==> src/rtl/keypad_scanner.sv <==
`timescale 1ns/1ps
// keypad_scanner: 4x4 matrix keypad front-end.
// Drives the columns one-hot, synchronizes the row lines, and debounces both
// press and release. Each accepted press produces one registered key code
// with a single-cycle valid strobe.
//
// Ports:
//   clk        system clock
//   reset      asynchronous active-high reset
//   fila[3:0]  row lines, active-high, asynchronous to clk
//   col[3:0]   column drive, one-hot, active-high
//   key_code   code of the last accepted key, held until the next accept
//   key_valid  one-cycle strobe, key_code is new this cycle
//   key_held   high while the accepted key is still pressed
//
// Optional feature: define KEYPAD_AUTOREPEAT_EN to re-strobe the held key
// every REPEAT_TICKS scan ticks while it stays pressed.
module keypad_scanner #(
  parameter int unsigned CLK_DIV      = 50000,
  parameter int unsigned DEBOUNCE_CNT = 8,
  parameter int unsigned REPEAT_TICKS = 500
) (
  input  logic       clk,
  input  logic       reset,
  input  logic [3:0] fila,
  output logic [3:0] col,
  output logic [3:0] key_code,
  output logic       key_valid,
  output logic       key_held
);

`ifdef KEYPAD_AUTOREPEAT_EN
  localparam bit AUTOREPEAT = 1'b1;
`else
  localparam bit AUTOREPEAT = 1'b0;
`endif

  localparam int unsigned TW = $clog2(CLK_DIV);
  localparam int unsigned DW = $clog2(DEBOUNCE_CNT + 1);
  localparam int unsigned RW = $clog2(REPEAT_TICKS + 1);
  localparam logic [TW-1:0] TICK_LAST = TW'(CLK_DIV - 1);
  localparam logic [DW-1:0] DEB_DONE  = DW'(DEBOUNCE_CNT);
  localparam logic [RW-1:0] REP_DONE  = RW'(REPEAT_TICKS);

  typedef enum logic [1:0] {SCAN, DEBOUNCE, HOLD, RELEASE} state_e;

  state_e        state_q, state_d;
  logic [TW-1:0] tick_cnt_q;
  logic          tick;
  logic [3:0]    sync1_q, fs_q;
  logic [3:0]    fs_low;
  logic [3:0]    col_q, col_d;
  logic [3:0]    row_q, row_d;
  logic [DW-1:0] deb_q, deb_d, deb_inc;
  logic [RW-1:0] rep_q, rep_d, rep_inc;
  logic [3:0]    code_q, code_d;
  logic          valid_q, valid_d;
  logic          held_q, held_d;
  logic [3:0]    map_code;

  function automatic logic [1:0] enc4(input logic [3:0] oh);
    logic [1:0] idx;
    idx = '0;
    for (int unsigned i = 0; i < 4; i++) begin
      if (oh[i]) idx = 2'(i);
    end
    return idx;
  endfunction

  function automatic logic [3:0] key_map(input logic [1:0] r, input logic [1:0] c);
    logic [3:0] k;
    case ({r, c})
      4'h0: k = 4'h1;  4'h1: k = 4'h2;  4'h2: k = 4'h3;  4'h3: k = 4'hA;
      4'h4: k = 4'h4;  4'h5: k = 4'h5;  4'h6: k = 4'h6;  4'h7: k = 4'hB;
      4'h8: k = 4'h7;  4'h9: k = 4'h8;  4'hA: k = 4'h9;  4'hB: k = 4'hC;
      4'hC: k = 4'hE;  4'hD: k = 4'h0;  4'hE: k = 4'hF;  default: k = 4'hD;
    endcase
    return k;
  endfunction

  assign tick     = (tick_cnt_q == TICK_LAST);
  // Isolate the lowest asserted row so the lowest key in a column wins.
  assign fs_low   = fs_q & (~fs_q + 4'd1);
  assign deb_inc  = deb_q + DW'(1);
  assign rep_inc  = rep_q + RW'(1);
  assign map_code = key_map(enc4(row_q), enc4(col_q));

  always_ff @(posedge clk or posedge reset) begin
    if (reset) begin
      tick_cnt_q <= '0;
      sync1_q    <= '0;
      fs_q       <= '0;
      state_q    <= SCAN;
      col_q      <= 4'b0001;
      row_q      <= '0;
      deb_q      <= '0;
      rep_q      <= '0;
      code_q     <= '0;
      valid_q    <= 1'b0;
      held_q     <= 1'b0;
    end else begin
      tick_cnt_q <= tick ? '0 : tick_cnt_q + TW'(1);
      sync1_q    <= fila;
      fs_q       <= sync1_q;
      state_q    <= state_d;
      col_q      <= col_d;
      row_q      <= row_d;
      deb_q      <= deb_d;
      rep_q      <= rep_d;
      code_q     <= code_d;
      valid_q    <= valid_d;
      held_q     <= held_d;
    end
  end

  always_comb begin
    state_d = state_q;
    col_d   = col_q;
    row_d   = row_q;
    deb_d   = deb_q;
    rep_d   = rep_q;
    code_d  = code_q;
    valid_d = 1'b0;
    held_d  = held_q;
    if (tick) begin
      case (state_q)
        SCAN: begin
          if (fs_q == '0) begin
            col_d = {col_q[2:0], col_q[3]};
          end else begin
            row_d   = fs_low;
            deb_d   = '0;
            state_d = DEBOUNCE;
          end
        end
        DEBOUNCE: begin
          if (fs_low != row_q) begin
            state_d = SCAN;
          end else if (deb_inc == DEB_DONE) begin
            code_d  = map_code;
            valid_d = 1'b1;
            held_d  = 1'b1;
            rep_d   = '0;
            state_d = HOLD;
          end else begin
            deb_d = deb_inc;
          end
        end
        HOLD: begin
          if (fs_q == '0) begin
            deb_d   = '0;
            state_d = RELEASE;
          end else if (AUTOREPEAT) begin
            if (rep_inc == REP_DONE) begin
              valid_d = 1'b1;
              rep_d   = '0;
            end else begin
              rep_d = rep_inc;
            end
          end
        end
        default: begin // RELEASE
          if (fs_q != '0) begin
            rep_d   = '0;
            state_d = HOLD;
          end else if (deb_inc == DEB_DONE) begin
            held_d  = 1'b0;
            state_d = SCAN;
          end else begin
            deb_d = deb_inc;
          end
        end
      endcase
    end
  end

  assign col       = col_q;
  assign key_code  = code_q;
  assign key_valid = valid_q;
  assign key_held  = held_q;

endmodule
==> config.mk <==
export PLATFORM = sky130hd
export DESIGN_NAME = keypad_scanner
export DESIGN_NICKNAME = d
export VERILOG_FILES = /design/src/rtl/keypad_scanner.sv
export SDC_FILE = /design/constraint.sdc
export NUM_CORES = 1
export LEC_CHECK = 0
export CORE_MARGIN = 1.5
export CORE_UTILIZATION = 47
export CTS_BUF_LIST = sky130_fd_sc_hd__clkbuf_2 sky130_fd_sc_hd__clkbuf_4 sky130_fd_sc_hd__clkbuf_8
export CTS_CLUSTER_DIAMETER = 80
export CTS_CLUSTER_SIZE = 40
export DETAILED_ROUTE_END_ITERATION = 7
export GPL_TIMING_DRIVEN = 0
export PLACE_DENSITY = 0.66
export SYNTH_ARGS = -nofsm -noshare
export SYNTH_HDL_FRONTEND = slang
export SYNTH_SLANG_ARGS = --single-unit
==> constraint.sdc <==
create_clock -name clk -period 7.2 [get_ports clk]
set_input_delay 2.16 -clock clk [delete_from_list [all_inputs] [get_ports clk]]
set_output_delay 2.16 -clock clk [all_outputs]
set_load 0.02 [all_outputs]
# Word-level counts from Yosys, hierarchy flattened
# Memory sizes are Yosys's and may differ from the RTL's. A register that Yosys moved wholly into a read port is not among the register bits.
# Cells that the tools add are included.
[op_classes] reduce_logical=11 bitwise_logic=5 n_eq_ne=11 mux=29 n_addsub=3
[op_table] op="two-way mux 2 bit" count=10
[op_table] op="two-way mux 4 bit" count=5
[op_table] op="adder 16 x 1 -> 16 bit, second input constant" count=1
[op_table] op="equality test 16 bit, second input constant" count=1
[op_table] op="two-way mux 16 bit" count=1
[op_table] op="AND reduction 5 bit" count=3
[op_table] op="case mux 4 bit (3 select lines)" count=1
[op_table] op="two-way mux 1 bit" count=10
[op_table] op="adder 4 x 1 -> 4 bit, second input constant" count=2
[op_table] op="inequality test 2 bit, second input constant" count=3
[op_table] op="case mux 2 bit (3 select lines)" count=1
[op_table] op="AND reduction 3 bit" count=2
[op_table] op="nonzero test 5 bit" count=1
[op_table] op="bitwise AND 4 bit" count=1
[op_table] op="equality test 4 bit, second input constant" count=1
[op_table] op="logical NOT 4 bit" count=1
[op_table] op="inequality test 4 x 1 -> 1 bit, second input constant" count=1
[op_table] op="inequality test 4 bit" count=1
[op_table] op="inverter 4 bit" count=1
[op_table] op="AND reduction 4 bit" count=1
[op_table] op="nonzero test 4 bit" count=1
[op_table] op="inequality test 3 bit, second input constant" count=1
[op_table] op="inverter 1 bit" count=3
[op_table] op="equality test 2 x 1 -> 1 bit, second input constant" count=1
[op_table] op="other kinds (5)" count=5
[word_totals] mem_count=1 out_inout_bits=10 regBits=40 wordCells=69 mem_bits_ro=64 inputBits=6
[memory_table] name="(name not given)" words=16 word_bits=4 rd=1 rd_clocked_by_memory_dff=1 write_ports=0 line_no="72" source="case ({r, c})"

# Depth between registers and ports, before layout
[depth] ltp_word=7 mapped_depth=9 depth_no_buf=9

# Worst setup path after synthesis
# OpenSTA, ideal clock, no wires.
[synth_path] path_type="reg2out" from="register col_q[0] (netlist: col[0])" to="output port col[0]" stages_incl_launch_ff=1 slack_ns=4.473 arrival_time_ns=0.567 path_buffers=0 cell_sequence="dfstp_2"
[synth_rtl] element="from (decl)" line_no="52" source="logic [3:0] col_q, col_d;"
[synth_rtl] element="from (signal assigned)" line_no="106" source="col_q <= col_d;"
[synth_rtl] element="to (decl)" line_no="26" source="output logic [3:0] col,"
# No word-level cell between the ends.

# Final worst setup path
[layout_path] from="register col_q[0] (netlist: col[0])" to="output port col[0]"
# No word-level cell between the ends.

==> reports/qor.yml <==
slowest_stage: "clkdlybuf4s50_1"
crit_chain: "clkdlybuf4s50_1"
worstSetupStartpointType: "register"
grt_pass1_wl_um: 7540
post-cts-setup-buffer-count: 0
met2_wirelength_um: 2140
ys_seq_area_share_pct: 47.2
num_vias: 1685
p_leak_nw: 1.17
power_uw: 450
rsz0062_at_grt: "false"
cp.arrival_ps: 1430
fin_skew_ps: 11.4
nets: 260
final_antenna_net_count: 0
cts_buffer_depth: 2
tns_ps: 0
final_area_sq_mm: 0.00270
period_share_pct: 49.8
synth_area_per_cell_sq_um: 10.6
power_density_mw_per_mm2: 167
die_h_um: 73.5
drtIter0Drc: 95
grt_max_degree: 26
wl_met1_um: 1960
num_rows: 25
initial_utilization_pct: 49.1
vdd.ir_drop.worst_v: 0.000135
clock_latency_ps: 290
syn-num-nets: 237
max_slew_margin_pct: 38.9
synth_edf_count: 0
seqPwrFrac_pct: 55.8
ys_seq_elements: 44
criticalPathCategory: "register to primary output"
post-route-min-period_ps: 3590
cts_tree: "done"
numCtsBuffers: 5
p_comb_share_pct: 2.8
place_area_sq_mm: 0.00259
grt_usage_pct: 18.1
max_stage_delay_ps: 590
syn_inst: 220
place.gp.congestion: 0.767
firstDrtPassIters: 4
fmax_ghz: 0.279
critPathBufInv: 1
end_kind: "primary output"
drt-total-wl_um: 4240
wl_met3_um: 111
clock-sinks: 44
netlist_area_sq_mm: 0.00233
final_cell_mix: "dfrtp_1, nor2_1, nand2_1, clkdlybuf4s50_1"
clockRootBuffer: "clkbuf_8"
power_frac_clock_pct: 41.5
max-cap-violations: 0
die-area_sq_mm: 0.00540
async_flop_share_pct: 100
drc_errors: 0
fin_util_pct: 56.8
slew_violations: 0
grt_pass1_vias: 1700
die_w_um: 73.5
avgViaCountPerCell: 5.42
ctsResizeCount: 0
fp.coreArea_sq_mm: 0.00475
hold_path_class: "register to register"
setup_viol: 0
ys_warn_count: 0
tightestPinTransition_ps: 916
critical_path_required_ps: 5040
p_sw_uw: 93.3
synth.distinct_cells: 51
syn2layout_area_growth_pct: 15.6
synth_top_flop_cell: "dfrtp_1"
wl_per_cell_um: 13.6
cts.clk_slew.worst_paths_ps: 90
htreeDepth: 2
status: "finished clean"
path_delay_family: "buffers and inverters"
grt_overflow_total: 0
hold_buffers: 0
finalHoldViolCount: 0
p_sw_share_pct: 20.7
diodes: 0
antenna_found_initial: 0
drive_gt1_share_pct: 15.6
cp_max_fo: 3
p_int_uw: 357
io_buffers: 15
top_layer: "met4"
dp_hpwl_um: 3130
final_common_cell: "dfrtp_1"
io_pins: 16
-- worst paths after layout --
| check | end | depth (start not counted) | slack, ps | start |
|---|---|---|---|---|
| worst max-delay path | col[0] | 1 | 3610 | col[0] |
| worst min-delay path | fs_q[1] | 0 | 340 | sync1_q[1] |
| worst max register to register | deb_q[0] | 6 | 4380 | fs_q[0] |
| worst min register to register | fs_q[1] | 0 | 340 | sync1_q[1] |
| max in group asynchronous | col[0] | 3 | 4480 | reset |
| min in group asynchronous | tick_cnt_q[10] | 2 | 2190 | reset |
-- power by group through the flow --
| stage | clock network, mW | logic [mW] | registers, mW |
|---|---|---|---|
| 2_1_floorplan | 0 | 0.00681 | 0.255 |
| 3_3_place_gp | 0 | 0.0114 | 0.256 |
| 3_5_place_dp | 0 | 0.0129 | 0.256 |
| 4_1_cts | 0.192 | 0.0130 | 0.251 |
| 5_1_grt | 0.202 | 0.0144 | 0.252 |
| 6_report | 0.187 | 0.0125 | 0.251 |
-- through the flow --
step	instances	setup slack, ps	hold WS [ps]
floorplan	220	4010	331
finish	311	3610	342
global route	311	3570	353
detailed placement	303	3930	336
global placement	302	3110	333
CTS	311	3600	343
-- per-layer routing --
layer | track usage, % | vias to the layer above
met3 | 2.88 | 2
met1 | 23.9 | 817
met4 | 4.94 | 0
met5 | 0 | -
li1 | - | 833
met2 | 30.7 | 33
-- kinds of logic after synthesis --
kind of cell               Yosys count  share of synthesized area, %
buffers and inverters               18                          2.95
DFF                                 44                          47.2
and+or+nand+nor                     88                          21.8
AOI/OAI and AO/OA                   29                          9.33
xor gates and xnor gates            16                          6.00
muxes                               14                          6.81
adders and majority gates           11                          5.89
-- final cells by class --
class / count / area [sq um]
fill: 413 / 2050
multi-input combinational: 158 / 1160
sequential: 44 / 1100
timing repair buffer: 16 / 170
tap: 67 / 83.8
clock buffer: 5 / 68.8
inverter: 12 / 45.0
clock inverter: 3 / 42.5
buffer: 6 / 23.8
-- cell usage after synthesis (2+ instances only) --
master	n	area share, %
o21ai_0	4	0.86
mux2i_1	2	0.86
nand2_1	17	2.7
nor2_1	20	3.2
xor2_1	6	2.3
nor3_1	4	0.86
or3_1	2	0.54
mux2_2	11	5.3
xnor2_1	10	3.8
ha_1	11	5.9
nand3_1	11	2.4
nand4_1	5	1.3
a31oi_1	2	0.54
a221oi_1	2	0.75
dfrtp_1	43	46
a211oi_1	2	0.64
or4_4	2	0.96
clkbuf_1	5	0.80
nor4b_1	2	0.75
nor4_1	5	1.3
or2_2	3	0.80
nor2b_1	2	0.54
a21oi_1	8	1.7
inv_1	12	1.9
nand2b_1	3	0.80
-- state kept, by name, summed over array words and instances (netlist names) --
name        cells
col             4
deb_q           4
key_held        1
sync1_q         4
fs_q            4
state_q         2
row_q           4
tick_cnt_q     16
key_valid       1
key_code        4
Note: power is estimated with default switching activity, not from simulation.
